<file path="config.mk">
export PLATFORM = sky130hd
export DESIGN_NAME = sobel_edge_conv
export DESIGN_NICKNAME = d
export VERILOG_FILES = /design/src/rtl/sobel_edge_conv.sv
export SDC_FILE = /design/constraint.sdc
export NUM_CORES = 1
export LEC_CHECK = 0
export CAP_MARGIN = 20
export CORE_MARGIN = 2
export CORE_UTILIZATION = 50
export CTS_BUF_LIST = sky130_fd_sc_hd__clkbuf_2 sky130_fd_sc_hd__clkbuf_4 sky130_fd_sc_hd__clkbuf_8
export DETAILED_ROUTE_END_ITERATION = 12
export PLACE_DENSITY = 0.73
export SLEW_MARGIN = 20
export SYNTH_ARGS = -nofsm -noshare
export SYNTH_HDL_FRONTEND = slang
export SYNTH_SLANG_ARGS = --single-unit
</file>
<file path="constraint.sdc">
create_clock -name CLK -period 6.2 [get_ports CLK]
set_clock_uncertainty 0.2 [all_clocks]
set_input_delay 1.24 -clock CLK [delete_from_list [all_inputs] [get_ports CLK]]
set_output_delay 1.24 -clock CLK [all_outputs]
set_load 0.005 [all_outputs]
</file>
<file path="src/rtl/sobel_edge_conv.sv">
// Sobel edge detector: one 3x3 window per valid cycle in, one thresholded edge
// pixel out three cycles later, plus a per-line completion pulse.
module sobel_edge_conv #(
    parameter int unsigned THRESHOLD  = 4000,
    parameter int unsigned LINE_WIDTH = 512,
    parameter logic [7:0]  EDGE_VAL   = 8'hFF
) (
    input  logic        CLK,
    input  logic        RESETH,
    input  logic [71:0] PIXEL_DATA,
    input  logic        PIXEL_DATA_VALID,
    output logic [7:0]  EDGE_PIXEL,
    output logic        EDGE_PIXEL_VALID,
    output logic        LINE_DONE
);

    localparam int unsigned      CNT_W    = (LINE_WIDTH > 1) ? $clog2(LINE_WIDTH) : 1;
    localparam logic [CNT_W-1:0] CNT_LAST = CNT_W'(LINE_WIDTH - 1);
    localparam logic [20:0]      THRESH   = 21'(THRESHOLD);

    logic [7:0] w_p [9];

    genvar gi;
    generate
        for (gi = 0; gi < 9; gi++) begin : g_unpack
            assign w_p[gi] = PIXEL_DATA[8*gi +: 8];
        end
    endgenerate

    // Each weighted column/row sum peaks at 1020, so 10 bits unsigned suffice.
    logic [9:0]         w_gx_pos, w_gx_neg, w_gy_pos, w_gy_neg;
    logic signed [10:0] w_gx, w_gy;

    assign w_gx_pos = 10'(w_p[2]) + {1'b0, w_p[5], 1'b0} + 10'(w_p[8]);
    assign w_gx_neg = 10'(w_p[0]) + {1'b0, w_p[3], 1'b0} + 10'(w_p[6]);
    assign w_gy_pos = 10'(w_p[6]) + {1'b0, w_p[7], 1'b0} + 10'(w_p[8]);
    assign w_gy_neg = 10'(w_p[0]) + {1'b0, w_p[1], 1'b0} + 10'(w_p[2]);
    assign w_gx     = $signed({1'b0, w_gx_pos}) - $signed({1'b0, w_gx_neg});
    assign w_gy     = $signed({1'b0, w_gy_pos}) - $signed({1'b0, w_gy_neg});

    logic [2:0]         r_vld_sr;
    logic signed [10:0] r_gx, r_gy;
    logic [19:0]        r_gx_sq, r_gy_sq;
    logic [7:0]         r_edge_pixel;
    logic               r_line_done;
    logic [CNT_W-1:0]   r_line_cnt;

    // Squaring the magnitude avoids a signed multiplier; |G| <= 1020 fits 10 bits.
    logic [9:0]  w_gx_mag, w_gy_mag;
    logic [20:0] w_sum;

    assign w_gx_mag = r_gx[10] ? 10'(-r_gx) : 10'(r_gx);
    assign w_gy_mag = r_gy[10] ? 10'(-r_gy) : 10'(r_gy);
    assign w_sum    = {1'b0, r_gx_sq} + {1'b0, r_gy_sq};

    // Intermediate data stages carry no reset; their valid bits gate everything.
    always_ff @(posedge CLK) begin
        if (PIXEL_DATA_VALID) begin
            r_gx <= w_gx;
            r_gy <= w_gy;
        end
        if (r_vld_sr[0]) begin
            r_gx_sq <= 20'(w_gx_mag) * 20'(w_gx_mag);
            r_gy_sq <= 20'(w_gy_mag) * 20'(w_gy_mag);
        end
    end

    always_ff @(posedge CLK) begin
        if (RESETH) begin
            r_vld_sr     <= '0;
            r_edge_pixel <= '0;
            r_line_done  <= 1'b0;
            r_line_cnt   <= '0;
        end else begin
            r_vld_sr    <= {r_vld_sr[1:0], PIXEL_DATA_VALID};
            r_line_done <= 1'b0;
            if (r_vld_sr[1]) begin
                r_edge_pixel <= (w_sum > THRESH) ? EDGE_VAL : 8'h00;
                if (r_line_cnt == CNT_LAST) begin
                    r_line_cnt  <= '0;
                    r_line_done <= 1'b1;
                end else begin
                    r_line_cnt <= r_line_cnt + 1'b1;
                end
            end
        end
    end

    assign EDGE_PIXEL       = r_edge_pixel;
    assign EDGE_PIXEL_VALID = r_vld_sr[2];
    assign LINE_DONE        = r_line_done;

endmodule

</file>
==> impl_metrics.json <==
{
  "critPathKind": "reg -> reg",
  "grt_setup_unrepaired": "yes",
  "final_nets": 1710,
  "relSlewSlack": 0.618,
  "final_cell_mix": "229 x inv_1, 152 x fa_1, 128 x ha_1",
  "synthesis.area_um2": 11100,
  "cp-start-kind": "flip-flop",
  "synth-edff-count": 60,
  "grt_max_degree": 40,
  "ys_types": 66,
  "first_pass_iters": 4,
  "die_y_um": 153,
  "cp_data_required_time_ns": 6.17,
  "hpwl_um": 19800,
  "drive_gt1_frac": 0.171,
  "insertedDiodeCount": 0,
  "worst_pin_slew_ns": 0.573,
  "slowest_stage": "fa_1",
  "fp.coreArea_um2": 21800,
  "cpPeakStageDelay_ns": 0.56,
  "grt_antenna_before_repair": 0,
  "crit_path_frequent_cell": "fa_1",
  "initial_core_util": 0.508,
  "utilization": 0.627,
  "timing.final.ws_setup_ns": -0.0825,
  "min_path_type": "reg -> reg",
  "clk_pin_slew_ns": 0.08,
  "fp.dieArea_um2": 23400,
  "drtAntennaViolNets": 0,
  "layout_commonest_cell": "inv_1",
  "viasPerCell": 5.12,
  "wirelength_um": 23600,
  "overflow": 0,
  "synth_nets": 1531,
  "area_growth_pct": 23.4,
  "setup_violations": 2,
  "cts_tree": "built",
  "num_io_pins": 85,
  "violations": "negative setup slack",
  "layout_worst_path_cycle_share": 1.01,
  "ys_seq_elements": 74,
  "cts_sinks": 74,
  "syn-instance-count": 1158,
  "io_buffers": 76,
  "grt_pass1_vias": 8772,
  "rows": 54,
  "yosysSeqAreaShare": 0.188,
  "ctsHtreeMaxLevel": 3,
  "fillers": 1739,
  "async_flop_share": 0,
  "hold_viol_final": 0,
  "drcViolationCount": 0,
  "grt_pass1_wl_um": 39300,
  "gr-usage-all-layers": 0.205,
  "synthFlopType": "edfxtp_1",
  "place.gp.congestion": 0.884,
  "die_w_um": 153,
  "post_drt_wl_per_cell_um": 14.6,
  "yosysWarnings": 0,
  "final_max_slew_viol_count": 0,
  "cts_buffer_depth": 2,
  "cts_root_buf": "clkbuf_8",
  "min_period_ns": 6.28,
  "status": "complete, but fails checks",
  "cts_made_buffers": 9,
  "maxCapViolCount": 0,
  "vias": 8309,
  "worstPathArrival_ns": 6.25,
  "fmax_mhz": 159,
  "first_iter_violations": 346,
  "worst-path-max-fanout": 4,
  "insertion_delay_ns": 0.38,
  "endpoint_kind": "flip-flop",
  "crit_chain": "inv_4, ha_4, nand2_2, or3_4, o31a_1, xor2_2, nand2_2, inv_2, fa_1, fa_1, fa_1, fa_1, inv_1, fa_1, inv_2, ha_4, or2_4, o32ai_4, nor3_2, o21ai_2, or4b_1, o311ai_1",
  "syn_area_per_cell_um2": 9.58
}
-- final timing paths --
| check | start | endpoint | slack [ns] | cells after the start |
|---|---|---|---|---|
| worst max-delay path | r_gx[0] | r_gx_sq[17] | -0.08 | 22 |
| worst min-delay path | r_line_cnt[1] | r_line_cnt[1] | 0.31 | 2 |
| worst max register to register | r_gx[0] | r_gx_sq[17] | -0.08 | 22 |
| worst min register to register | r_line_cnt[1] | r_line_cnt[1] | 0.31 | 2 |
-- state kept, by name (all words and copies together) (netlist names) --
name        flops
EDGE_PIXEL      1
LINE_DONE       1
r_gx           11
r_gx_sq        19
r_gy           11
r_gy_sq        19
r_line_cnt      9
r_vld_sr        3
-- cell usage after synthesis, drive strengths merged, types with 14 or more instances --
master,instances,area share
nor3,18,0.0081
o21ai,27,0.012
ha,145,0.16
fa,153,0.28
xor2,24,0.020
inv,243,0.082
nand2,84,0.028
edfxtp,60,0.16
nand3,15,0.0068
xnor2,63,0.050
dfxtp,14,0.025
nor2,108,0.037
a21oi,46,0.021
a21o,20,0.014
-- critical path, delay by kind of cell (launching register included) --
kind	cells	cell delay [ns]
fa+ha+maj	7	2.76
buf+inv	4	0.27
flops	1	0.47
simple gates	6	1.34
compound gates	4	0.83
xor+xnor	1	0.22
-- final cells by class --
type                            count  area (µm²)  share of cell area
Clock buffer                       10         138              0.0101
Inverter                          245         927              0.0677
Tap cell                          280         350              0.0256
Clock inverter                      6        71.3             0.00521
Sequential cell                    74        2080               0.152
Multi-Input combinational cell    823        8540               0.624
Timing Repair Buffer              184        1580               0.115
-- logic make-up after synthesis --
kind of cell / count (synthesis) / synth area share
AND/OR/NAND/NOR: 275 / 0.109
flip-flops: 74 / 0.188
XOR/XNOR: 87 / 0.0701
buffers and inverters: 261 / 0.0915
adder cells (fa/ha/maj): 298 / 0.440
multiplexers: 7 / 0.00688
AO/OA/AOI/OAI: 156 / 0.0946
-- stage by stage --
step | setup WS, ns | TNS (ns) | cells | cell area (µm²) | hold WS, ns
2_1_floorplan | 0.00156 | 0 | 1158 | 11200 | 0.224
3_3_place_gp | -0.178 | -0.518 | 1581 | 12800 | 0.282
3_5_place_dp | -0.292 | -1.24 | 1581 | 12800 | 0.302
4_1_cts | -0.0991 | -0.142 | 1607 | 13200 | 0.317
5_1_grt | -0.321 | -1.68 | 1622 | 13700 | 0.333
6_report | -0.0825 | -0.118 | 1622 | 13700 | 0.314
-- routing by layer --
layer | vias to the layer above | GRT usage | wire (µm)
met1 | 3999 | 0.248 | 9790
met3 | 44 | 0.0306 | 965
li1 | 4095 | - | -
met2 | 171 | 0.377 | 12300
met4 | 0 | 0.0608 | 611
met5 | - | 0 | 0
-- repair_timing --
action / 4_1_cts / 5_1_grt
pin swaps: 30 / 55
setup endpoints to repair: 9 / 16
hold buffers: 0 / 0
setup buffers: 10 / 15
gates resized for setup: 26 / 67
Power is not shown: default switching activity piles up to over one toggle a cycle in this logic, so the estimate is an artifact.
